**config.mk**
```make
export PLATFORM = sky130hd
export DESIGN_NAME = s2p_lane_deskew_flat
export DESIGN_NICKNAME = d
export VERILOG_FILES = /design/src/rtl/s2p_lane_deskew_pkg.sv /design/src/rtl/s2p_lane_deskew_if.sv /design/src/rtl/s2p_lane_buf.sv /design/src/rtl/s2p_lane_deskew.sv /design/src/flat_wrapper.sv
export SDC_FILE = /design/constraint.sdc
export NUM_CORES = 1
export LEC_CHECK = 0
export ABC_CLOCK_PERIOD_IN_PS = 10350
export CAP_MARGIN = 20
export CORE_MARGIN = 3
export CORE_UTILIZATION = 55
export DETAILED_ROUTE_END_ITERATION = 16
export HOLD_SLACK_MARGIN = 0.15
export PLACE_DENSITY = 0.76
export REMOVE_ABC_BUFFERS = 1
export SYNTH_ARGS = -nofsm -noshare
export SYNTH_HDL_FRONTEND = slang
export SYNTH_SLANG_ARGS = --single-unit
```
**constraint.sdc**
```tcl
create_clock -name CLK -period 10.35 [get_ports CLK]
set_clock_uncertainty 0.2 [all_clocks]
set_input_delay 2.07 -clock CLK [delete_from_list [all_inputs] [get_ports CLK]]
set_output_delay 2.07 -clock CLK [all_outputs]
set_load 0.005 [all_outputs]
```
**src/rtl/s2p_lane_deskew_pkg.sv**
```systemverilog
// Shared definitions for the 4-lane deskew block.
//   COM_SYM    : alignment symbol that marks the same byte position on every lane
//   NUM_LANES  : number of captured lanes (fixed at 4)
//   state_e    : supervisor FSM encoding (1 bit)
//   cnt_width  : width helper for counters that must hold values 0..max_val
package s2p_lane_deskew_pkg;

  localparam logic [7:0] COM_SYM   = 8'hBC;
  localparam int         NUM_LANES = 4;

  typedef enum logic {
    ST_SEARCH = 1'b0,
    ST_LOCKED = 1'b1
  } state_e;

  function automatic int cnt_width(input int max_val);
    return (max_val < 2) ? 1 : $clog2(max_val + 1);
  endfunction

endpackage

```
**src/rtl/s2p_lane_deskew_if.sv**
```systemverilog
// Bus between the s2p capture stage and the deskew block.
//   ENB        global enable, low freezes the block
//   BYTE_VLD   one-cycle strobe: Q0..Q3 carry a new captured byte per lane
//   Q0..Q3     captured lane bytes
//   DATA_OUT   aligned word {lane3,lane2,lane1,lane0}
//   VALID_OUT  one-cycle pulse qualifying DATA_OUT
//   LOCKED     alignment achieved
//   ERR        one-cycle pulse, emitted word had COM on some but not all lanes
//
// Handshake: there is no back-pressure. A byte is consumed on every clock
// where BYTE_VLD & ENB is high; a word is delivered on every clock where
// VALID_OUT is high and the sink must take it then. ERR is only ever high
// together with VALID_OUT and describes the word presented with it.
interface s2p_lane_deskew_if;
  logic        ENB;
  logic        BYTE_VLD;
  logic [7:0]  Q0;
  logic [7:0]  Q1;
  logic [7:0]  Q2;
  logic [7:0]  Q3;
  logic [31:0] DATA_OUT;
  logic        VALID_OUT;
  logic        LOCKED;
  logic        ERR;

  modport master (
    output ENB, BYTE_VLD, Q0, Q1, Q2, Q3,
    input  DATA_OUT, VALID_OUT, LOCKED, ERR
  );

  modport slave (
    input  ENB, BYTE_VLD, Q0, Q1, Q2, Q3,
    output DATA_OUT, VALID_OUT, LOCKED, ERR
  );
endinterface

```
**src/rtl/s2p_lane_buf.sv**
```systemverilog
// One lane of the deskew block: byte shift buffer, COM seen flag + age
// counter used while searching, and the frozen tap that selects the
// aligned byte once locked.
//   clk, reset  : clock, synchronous active-high reset
//   strobe      : a new byte is present on q (already gated by enable)
//   search_upd  : strobe while the supervisor is searching
//   restart     : some lane overflowed; reseed seen/age from this byte only
//   lock        : supervisor locks on this strobe; capture tap
//   clr_seen    : forget seen/age (loss of lock or lock taken)
//   q           : incoming lane byte
//   seen_new    : seen flag after this strobe's update
//   ovf         : this lane's age would pass MAX_SKEW on the next strobe
//   byte_out    : aligned byte, buffer[tap] after the shift
module s2p_lane_buf
  import s2p_lane_deskew_pkg::*;
#(
  parameter int         MAX_SKEW = 3,
  parameter logic [7:0] COM      = COM_SYM
) (
  input  logic       clk,
  input  logic       reset,
  input  logic       strobe,
  input  logic       search_upd,
  input  logic       restart,
  input  logic       lock,
  input  logic       clr_seen,
  input  logic [7:0] q,
  output logic       seen_new,
  output logic       ovf,
  output logic [7:0] byte_out
);

  localparam int AW = cnt_width(MAX_SKEW + 1);

  logic [MAX_SKEW:0][7:0] sr_q, sr_d;
  logic                   seen_q, seen_d;
  logic [AW-1:0]          age_q, age_d;
  logic [AW-1:0]          tap_q, tap_d;
  logic [AW-1:0]          age_new;
  logic [AW-1:0]          sel;
  logic                   is_com;

  always_comb begin
    is_com   = (q == COM);
    // A restart throws away history, so only this strobe's byte counts.
    seen_new = restart ? is_com : (seen_q | is_com);
    age_new  = (restart || !seen_q) ? '0 : age_q + AW'(1);
    ovf      = seen_q && (age_q == AW'(MAX_SKEW));

    sr_d   = sr_q;
    seen_d = seen_q;
    age_d  = age_q;
    tap_d  = tap_q;

    if (strobe) begin
      sr_d[0] = q;
      for (int i = 1; i <= MAX_SKEW; i++) begin
        sr_d[i] = sr_q[i-1];
      end
    end

    if (clr_seen) begin
      seen_d = 1'b0;
      age_d  = '0;
    end else if (search_upd) begin
      seen_d = seen_new;
      age_d  = age_new;
    end

    if (lock) begin
      tap_d = age_new;
    end

    // The locking strobe must already use the new tap so its word is all COM.
    sel      = lock ? age_new : tap_q;
    byte_out = '0;
    for (int i = 0; i <= MAX_SKEW; i++) begin
      if (sel == AW'(i)) byte_out = sr_d[i];
    end
  end

  always_ff @(posedge clk) begin
    if (reset) begin
      sr_q   <= '0;
      seen_q <= 1'b0;
      age_q  <= '0;
      tap_q  <= '0;
    end else begin
      sr_q   <= sr_d;
      seen_q <= seen_d;
      age_q  <= age_d;
      tap_q  <= tap_d;
    end
  end

endmodule

```
**src/rtl/s2p_lane_deskew.sv**
```systemverilog
// 4-lane deskew: finds COM on every lane, locks per-lane taps that cancel
// up to MAX_SKEW bytes of skew, emits one aligned 32-bit word per byte
// strobe while locked, and drops lock after ERR_LIMIT consecutive COM words
// that are only partly aligned.
//   CLK        clock
//   reset      synchronous active-high reset
//   bus        slave side of s2p_lane_deskew_if (inputs Q0..Q3/ENB/BYTE_VLD,
//              outputs DATA_OUT/VALID_OUT/LOCKED/ERR)
//   state_dbg  current supervisor state
module s2p_lane_deskew
  import s2p_lane_deskew_pkg::*;
#(
  parameter int         MAX_SKEW  = 3,
  parameter int         ERR_LIMIT = 2,
  parameter logic [7:0] COM       = COM_SYM
) (
  input  logic                  CLK,
  input  logic                  reset,
  s2p_lane_deskew_if.slave      bus,
  output state_e                state_dbg
);

  localparam int CW = cnt_width(ERR_LIMIT);

  state_e          state_q, state_d;
  logic [31:0]     data_q, data_d;
  logic            valid_q, valid_d;
  logic            err_q, err_d;
  logic [CW-1:0]   cnt_q, cnt_d;

  logic [7:0]      lane_in   [NUM_LANES];
  logic [7:0]      lane_byte [NUM_LANES];
  logic [NUM_LANES-1:0] seen_new;
  logic [NUM_LANES-1:0] ovf;

  logic            strobe;
  logic            searching;
  logic            search_upd;
  logic            restart;
  logic            lock;
  logic            emit;
  logic            lose_lock;
  logic [2:0]      com_cnt;
  logic [31:0]     word;

  assign lane_in[0] = bus.Q0;
  assign lane_in[1] = bus.Q1;
  assign lane_in[2] = bus.Q2;
  assign lane_in[3] = bus.Q3;

  // reset has priority in the flops, so it need not appear in the strobe.
  assign strobe     = bus.BYTE_VLD & bus.ENB;
  assign searching  = (state_q == ST_SEARCH);
  assign search_upd = strobe & searching;
  assign restart    = |ovf;
  assign lock       = search_upd & (&seen_new);
  assign emit       = lock | (strobe & ~searching);

  for (genvar n = 0; n < NUM_LANES; n++) begin : g_lane
    s2p_lane_buf #(
      .MAX_SKEW (MAX_SKEW),
      .COM      (COM)
    ) u_lane (
      .clk        (CLK),
      .reset      (reset),
      .strobe     (strobe),
      .search_upd (search_upd),
      .restart    (restart),
      .lock       (lock),
      .clr_seen   (lose_lock | lock),
      .q          (lane_in[n]),
      .seen_new   (seen_new[n]),
      .ovf        (ovf[n]),
      .byte_out   (lane_byte[n])
    );
  end

  always_comb begin
    word    = {lane_byte[3], lane_byte[2], lane_byte[1], lane_byte[0]};
    com_cnt = '0;
    for (int n = 0; n < NUM_LANES; n++) begin
      if (lane_byte[n] == COM) com_cnt = com_cnt + 3'd1;
    end

    state_d   = state_q;
    data_d    = data_q;
    valid_d   = 1'b0;
    err_d     = 1'b0;
    cnt_d     = cnt_q;
    lose_lock = 1'b0;

    if (lock) state_d = ST_LOCKED;

    if (emit) begin
      data_d  = word;
      valid_d = 1'b1;
      if (com_cnt == 3'd4) begin
        cnt_d = '0;
      end else if (com_cnt != 3'd0) begin
        // A partly aligned COM word is still delivered, flagged by ERR.
        err_d = 1'b1;
        if (int'(cnt_q) + 1 >= ERR_LIMIT) begin
          state_d   = ST_SEARCH;
          cnt_d     = '0;
          lose_lock = 1'b1;
        end else begin
          cnt_d = cnt_q + CW'(1);
        end
      end
    end
  end

  always_ff @(posedge CLK) begin
    if (reset) begin
      state_q <= ST_SEARCH;
      data_q  <= '0;
      valid_q <= 1'b0;
      err_q   <= 1'b0;
      cnt_q   <= '0;
    end else begin
      state_q <= state_d;
      data_q  <= data_d;
      valid_q <= valid_d;
      err_q   <= err_d;
      cnt_q   <= cnt_d;
    end
  end

  assign bus.DATA_OUT  = data_q;
  assign bus.VALID_OUT = valid_q;
  assign bus.ERR       = err_q;
  assign bus.LOCKED    = (state_q == ST_LOCKED);
  assign state_dbg     = state_q;

endmodule

```
**src/flat_wrapper.sv**
```systemverilog
// flat-port wrapper written by rule: the top's interface ports become plain ports
module s2p_lane_deskew_flat import s2p_lane_deskew_pkg::*;
#(
  parameter int         MAX_SKEW  = 3,
  parameter int         ERR_LIMIT = 2,
  parameter logic [7:0] COM       = COM_SYM
)
  (CLK, reset, state_dbg, bus_ENB, bus_BYTE_VLD, bus_Q0, bus_Q1, bus_Q2, bus_Q3, bus_DATA_OUT, bus_VALID_OUT, bus_LOCKED, bus_ERR);
  s2p_lane_deskew_if bus_i ();
  input  logic CLK;
  input  logic reset;
  output state_e state_dbg;
  input wire logic [$bits(bus_i.ENB)-1:0] bus_ENB;
  input wire logic [$bits(bus_i.BYTE_VLD)-1:0] bus_BYTE_VLD;
  input wire logic [$bits(bus_i.Q0)-1:0] bus_Q0;
  input wire logic [$bits(bus_i.Q1)-1:0] bus_Q1;
  input wire logic [$bits(bus_i.Q2)-1:0] bus_Q2;
  input wire logic [$bits(bus_i.Q3)-1:0] bus_Q3;
  output wire logic [$bits(bus_i.DATA_OUT)-1:0] bus_DATA_OUT;
  output wire logic [$bits(bus_i.VALID_OUT)-1:0] bus_VALID_OUT;
  output wire logic [$bits(bus_i.LOCKED)-1:0] bus_LOCKED;
  output wire logic [$bits(bus_i.ERR)-1:0] bus_ERR;
  assign bus_i.ENB = bus_ENB;
  assign bus_i.BYTE_VLD = bus_BYTE_VLD;
  assign bus_i.Q0 = bus_Q0;
  assign bus_i.Q1 = bus_Q1;
  assign bus_i.Q2 = bus_Q2;
  assign bus_i.Q3 = bus_Q3;
  assign bus_DATA_OUT = bus_i.DATA_OUT;
  assign bus_VALID_OUT = bus_i.VALID_OUT;
  assign bus_LOCKED = bus_i.LOCKED;
  assign bus_ERR = bus_i.ERR;
  s2p_lane_deskew #(.MAX_SKEW(MAX_SKEW), .ERR_LIMIT(ERR_LIMIT), .COM(COM)) u_core (.CLK(CLK), .reset(reset), .bus(bus_i), .state_dbg(state_dbg));
endmodule
```
=== After elaboration in Yosys (flattened, before gate mapping) ===
Cells that the tools add are included.

* Add/subtract/negate cells: 9
* $mul: 0
* Divide/modulo/power cells: 0
* Magnitude comparators: 1
* Equality and inequality tests: 25
* Shift operators: 0
* Mux-type cells: 50
* Bitwise operators: 12
* Reductions and logical operators: 23

{| class="wikitable"
|+ Operators with widths
! cell !! number
|-
| $mux W32 || 4
|-
| $mux W8 || 16
|-
| $eq A8 B8 Y1 const B || 8
|-
| $eq A3 B2 Y1 const B || 12
|-
| $ge A32 B3 Y1 const B || 1
|-
| $mux W3 || 10
|-
| $add A3 B1 Y3 const B || 6
|-
| $mux W1 || 16
|-
| $eq A3 B1 Y1 const B || 4
|-
| $logic_not A3 Y1 || 4
|-
| $mux W2 || 4
|-
| $or A1 B1 Y1 || 6
|-
| $and A1 B1 Y1 || 4
|-
| $logic_and A1 B1 Y1 || 4
|-
| $logic_not A1 Y1 || 4
|-
| $logic_or A1 B1 Y1 || 4
|-
| $reduce_and A4 Y1 || 1
|-
| $reduce_or A4 Y1 || 1
|-
| $add A2 B1 Y3 const B || 1
|-
| $eq A3 B3 Y1 const B || 1
|-
| $reduce_bool A3 Y1 || 1
|-
| $reduce_or A3 Y1 || 1
|-
| $add A1 B1 Y2 const B || 1
|-
| $add A2 B1 Y2 const B || 1
|-
| 4 further kinds || 5
|}

* Flip-flop bits (word level): 193
* Bits in latches: 0
* Bits in writable memories: 0
* Bits in read-only memories: 0
* Bits of input ports: 36
* Output and inout port bits: 36
* Word-level logic and storage cells: 153
* Memories: 0

=== Logic depth before layout (Yosys ltp) ===
* Depth after elaboration: 26
* Depth in mapped cells: 26
* Mapped depth without buffers: 23

=== Hierarchy ===
A second synthesis with hierarchy kept.

* Cells, all modules: 1198
* Area total of the unflattened synthesis: 9511.6 µm²

{| class="wikitable"
|+ Modules (own cells, without submodules)
! module !! times used !! cells an instance !! area an instance (µm²) !! sequential area each (µm²)
|-
| s2p_lane_buf || 4 || 248 || 1978.1 || 780.7
|-
| s2p_lane_deskew || 1 || 206 || 1599.0 || 740.7
|}

=== Least setup slack after synthesis ===
No wires, ideal clock.

* Path kind: input -> register
* Start: input bus_Q0[6]
* End: register u_core.g_lane[3].u_lane.seen_q
* Library setup time: 0.064 ns
* Arrival: 7.096 ns
* Required time: 10.086 ns
* Path slack: 2.990 ns
* Stages: 22
* Path buffers: 4
* Cell sequence: nand4b_1 > or4_1 > a222oi_1 > and2_1 > buf_2 > buf_4 > mux2i_1 > xnor2_1 > clkbuf_1 > o22ai_1 > nor2_1 > o21ai_0 > nor4bb_1 > and4_1 > ha_1 > xnor2_2 > ha_1 > nor4_1 > a22o_2 > o211ai_4 > buf_6 > nor2_1

* Longest elaborated chain between the ends: 25
* Elaborated cells between the ends (all ways): 61
* Those cells by class: add/sub (3); eq/ne (18); mux (29); bitwise (4); reduce/logical (7)

{| class="wikitable"
|+ RTL lines
! element !! line !! RTL
|-
| from (decl) || flat_wrapper.sv:15 || <nowiki>input wire logic [$bits(bus_i.Q0)-1:0] bus_Q0;</nowiki>
|-
| $eq A8 B8 Y1 || s2p_lane_buf.sv:44 || <nowiki>is_com = (q == COM);</nowiki>
|-
| $or A1 B1 Y1 || s2p_lane_buf.sv:46 || <nowiki>seen_new = restart ? is_com : (seen_q | is_com);</nowiki>
|-
| $mux W1 || s2p_lane_buf.sv:46 ||
|-
| $reduce_and A4 Y1 || s2p_lane_deskew.sv:56 || <nowiki>assign lock = search_upd & (&seen_new);</nowiki>
|-
| $and A1 B1 Y1 || s2p_lane_deskew.sv:56 ||
|-
| $mux W3 || - ||
|-
| $logic_not A3 Y1 || s2p_lane_buf.sv:78 || <nowiki>if (sel == AW'(i)) byte_out = sr_d[i];</nowiki>
|-
| $mux W8 (4 in series) || s2p_lane_buf.sv:78 ||
|-
| (+6 left out) || - ||
|-
| $add A3 B1 Y3 || s2p_lane_deskew.sv:82 || <nowiki>if (lane_byte[n] == COM) com_cnt = com_cnt + 3'd1;</nowiki>
|-
| $mux W3 || s2p_lane_deskew.sv:82 ||
|-
| $reduce_bool A3 Y1 || s2p_lane_deskew.sv:99 || <nowiki>end else if (com_cnt != 3'd0) begin</nowiki>
|-
| $mux W1 || s2p_lane_deskew.sv:99 ||
|-
| $mux W1 || s2p_lane_deskew.sv:97 || <nowiki>if (com_cnt == 3'd4) begin</nowiki>
|-
| $mux W1 || s2p_lane_deskew.sv:94 || <nowiki>if (emit) begin</nowiki>
|-
| $or A1 B1 Y1 (*) || s2p_lane_deskew.sv:70 || <nowiki>.clr_seen (lose_lock | lock),</nowiki>
|-
| $reduce_or A2 Y1 (no source line) (*) || - ||
|-
| to (signal assigned) || s2p_lane_buf.sv:90 || <nowiki>seen_q <= seen_d;</nowiki>
|-
| to (decl) || s2p_lane_buf.sv:36 || <nowiki>logic seen_q, seen_d;</nowiki>
|}

Mark *: on every way between the ends. The rest lies on a longest branch, timed or not.
A chain may end at the register's enable or synchronous reset.

=== Worst setup path after layout ===
* Start: input bus_Q0[2]
* End: register u_core.g_lane[2].u_lane.age_q[0]

* Longest elaborated chain between the ends: 25
* Elaborated cells between the ends (all ways): 61
* Those cells by class: add/sub (3); eq/ne (18); mux (29); bitwise (4); reduce/logical (7)

{| class="wikitable"
|+ RTL lines
! element !! line !! RTL
|-
| $eq A8 B8 Y1 || s2p_lane_buf.sv:44 ||
|-
| $or A1 B1 Y1 || s2p_lane_buf.sv:46 ||
|-
| $mux W1 || s2p_lane_buf.sv:46 ||
|-
| $reduce_and A4 Y1 || s2p_lane_deskew.sv:56 ||
|-
| $and A1 B1 Y1 || s2p_lane_deskew.sv:56 ||
|-
| $mux W3 || - ||
|-
| $logic_not A3 Y1 || s2p_lane_buf.sv:78 ||
|-
| $mux W8 (4 in series) || s2p_lane_buf.sv:78 ||
|-
| (+6 left out) || - ||
|-
| $add A3 B1 Y3 || s2p_lane_deskew.sv:82 ||
|-
| $mux W3 || s2p_lane_deskew.sv:82 ||
|-
| $reduce_bool A3 Y1 || s2p_lane_deskew.sv:99 ||
|-
| $mux W1 || s2p_lane_deskew.sv:99 ||
|-
| $mux W1 || s2p_lane_deskew.sv:97 ||
|-
| $mux W1 || s2p_lane_deskew.sv:94 ||
|-
| $or A1 B1 Y1 (*) || s2p_lane_deskew.sv:70 ||
|-
| $reduce_or A2 Y1 (no source line) (*) || - ||
|-
| to (signal assigned) || s2p_lane_buf.sv:91 || <nowiki>age_q <= age_d;</nowiki>
|-
| to (decl) || s2p_lane_buf.sv:37 || <nowiki>logic [AW-1:0] age_q, age_d;</nowiki>
|}

Marks and branches as above.

==> impl_metrics.yaml <==
final_layout:
  num_antenna_cells: 0
  final_layout_size_suffix_gt1_share_pct: 6.126
  mostFrequentLayoutCells: "nand2_1, dfxtp_1, a21oi_1, nor2_1, clkdlybuf4s50_1"
  finish.net_count: 1292
  nFillCells: 1438
  finalNonFillerCells: 1473
  final_common_cell: "nand2_1"
  utilization_pct: 65.71
  area_growth_pct: 14.63
worst_setup_path:
  max_stage_delay_ps: 540
  cp-start-kind: "input port"
  setup.worst_path.class: "in2reg"
  worstPathRequired_ps: 10510
  path_buf_inv: 2
  path_cells: "clkdlybuf4s50_1 -> nand2_1 -> or4_1 -> a222oi_1 -> buf_4 -> and2_1 -> mux2i_1 -> xnor2_1 -> o22ai_1 -> nor2_1 -> o21ai_0 -> nor4bb_1 -> and4_1 -> ha_1 -> xnor2_2 -> ha_1 -> nor4_1 -> a22o_2 -> o211ai_4 -> a21oi_1"
  crit_top_cell: "ha_1"
  critPathMaxFanout: 25
  cp_top_family: "simple AND/OR/NAND/NOR gates"
  worstSetupEndpointType: "flop"
  cp_slowest_cell: "mux2i_1"
  cp.arrival_ps: 8320
floorplan:
  die_area_mm2: 0.01851
  dieHeight_um: 136.1
  row_count: 46
  initial_core_util_pct: 57.32
  io_pins: 72
  core_area_mm2: 0.01623
  die_w_um: 136.1
logic_synthesis:
  synth_top_area_share_pct: 41.53
  synthTopCellsByArea: "dfxtp_1, nand2_1, a21oi_1"
  syn_avg_cell_area_um2: 7.626
  yosys.area.top_type: "dfxtp_1"
  ys_seq_elements: 193
  synth_cell_types: 76
  synth_edf_count: 0
  synth-async-reset-ratio_pct: 0
  syn-cell-area_mm2: 0.009304
  ys.warnings.count: 0
  synth-main-ff-cell: "dfxtp_1"
  ys_seq_area_share_pct: 41.53
  syn_inst: 1220
clocking:
  root_buffer: "clkbuf_16"
  post_cts_resized: 0
  cts_buffers: 17
  cts_buffer_depth: 2
  clock_latency_ps: 440
  cts.sinks: 193
  h-tree-depth: 4
  cts_hold_buf: 0
  postCtsSetupRepairBufs: 0
  cts_tree: "done"
  clkTransAtPathRegs_ps: 70
placed_design:
  place_congestion: 0.8955
  dp_hpwl_mm: 15.82
  port_buffers: 71
  place_inst: 1441
global_route:
  grt_max_degree: 93
  antenna_found_initial: 0
  gr-total-overflow: 0
  grt_first_pass_wirelength_mm: 38.97
  grt_pass1_vias: 7879
  grtUsageTotal_pct: 25.78
timing:
  tightest_slew_ps: 1021
  finalHoldViolCount: 0
  max_freq_mhz: 122.7
  setup_viol: 0
  rsz0062_at_grt: "false"
  finalSetupTns_ps: 0
  fin_crit_ps: 8153
  slew_violations: 0
  finalCritPeriodShare_pct: 78.77
  relSlewSlack_pct: 31.41
power:
  ir_drop_mv: 0.1185
  p_per_area_mw_per_mm2: 142.0
  p_comb_share_pct: 7.2
  p_int_uw: 1153
  sequentialPowerShare_pct: 50.0
  clock_power_share_pct: 42.8
  swShare_pct: 23.88
  switchingPower_uw: 361.7
  leakage_uw: 0.003837
drt:
  postRouteAntennaNets: 0
  wl_per_cell_um: 16.10
  num_vias: 8677
  vias_per_cell: 5.891
  routed_wl_mm: 23.71
  drc: 0
  first_iter_violations: 887
  firstDrtPassIters: 6
min_path:
  min_path_type: "reg2reg"
outcome:
  status: "complete, no violations"
flow_run:
  cap_viol_max_count: 0
-- layout make-up --
cell class              count  area, um2  area share [%]
clock buffers              19      442.9           4.153
clock inverters            13      135.1           1.267
inverters                  21      78.83          0.7391
multi-input cells         925       5054           47.38
flip-flops and latches    193       3864           36.23
well taps                 216      270.3           2.534
repair buffers             86      820.8           7.696
-- cells in the mapped netlist (4+ instances only) --
master,n
o21ai_0,28
nand2b_1,5
nor2b_1,4
o211ai_1,4
a31oi_1,4
and4_1,4
a211oi_1,12
and4b_1,4
nand2_1,259
dfxtp_1,193
o22ai_1,26
a21oi_1,182
nand3_1,14
ha_1,12
inv_1,21
buf_1,9
clkbuf_1,63
a221oi_1,10
nor3_1,26
nor4_1,4
or3_1,11
nor2_1,157
o31ai_1,5
and2_1,11
and3_1,5
o2bb2ai_1,9
nand4_1,6
mux2i_1,42
nand4b_1,5
buf_2,5
a22oi_1,8
a21o_1,4
-- registers in the layout (all words and copies together), names as in the netlist --
name,count
u_core.bus.VALID_OUT,1
u_core.bus.ERR,1
u_core.g_lane.u_lane.tap_q,12
u_core.g_lane.u_lane.sr_q,128
u_core.cnt_q,2
u_core.g_lane.u_lane.seen_q,4
u_core.g_lane.u_lane.age_q,12
u_core.bus.LOCKED,1
u_core.bus.DATA_OUT,32
-- through the flow --
step	setup WS [ps]	hold slack [ps]	area, um2	total power, uW
global placement	1988	243.1	10090	880.0
detailed placement	1874	248.5	10090	881.4
floorplan	-1612	230.3	8975	834.0
global route	1634	274.4	10670	1567
finish	2197	256.8	10670	1514
CTS	2272	257.9	10670	1524
-- logic make-up after synthesis --
group           synth area share (%)
buf+inv                        4.384
fa+ha+maj                      1.614
xor+xnor                      0.4573
simple gates                   24.85
compound gates                 21.80
mux                            5.366
flops                          41.53
-- metal layers --
| layer | global-route usage [%] | up-vias | wire length, um |
|---|---|---|---|
| li1 | - | 4309 | - |
| met5 | 0 | - | 0 |
| met4 | 7.951 | 0 | 427 |
| met3 | 5.107 | 39 | 1528 |
| met2 | 39.32 | 274 | 10810 |
| met1 | 36.93 | 4055 | 10950 |
-- path summary, 6_finish.rpt --
check	from	end	cells past startpoint	slack, ps
worst min-delay path	u_core.bus.DATA_OUT[13]$_SDFFE_PP0P_	u_core.bus.DATA_OUT[13]$_SDFFE_PP0P_	2	260
worst max register to register	u_core.g_lane[2].u_lane.age_q[0]$_SDFFE_PP0P_	u_core.g_lane[2].u_lane.age_q[0]$_SDFFE_PP0P_	21	3450
worst min register to register	u_core.bus.DATA_OUT[13]$_SDFFE_PP0P_	u_core.bus.DATA_OUT[13]$_SDFFE_PP0P_	2	260
worst max-delay path	bus_Q0[2]	u_core.g_lane[2].u_lane.age_q[0]$_SDFFE_PP0P_	20	2200
-- worst min-delay path, stage by stage, from the launching register on --
cell	delay [ps]
dfxtp_1	310
nand2_1	50
a21oi_1	50
-- power by group through the flow --
stage	logic [uW]	registers [uW]	clock network, uW
2_1_floorplan	61.5	772	0
3_3_place_gp	106	774	0
3_5_place_dp	107	774	0
4_1_cts	108	757	659
5_1_grt	119	758	689
6_report	109	758	648
Note: power is estimated with default switching activity, not from simulation.
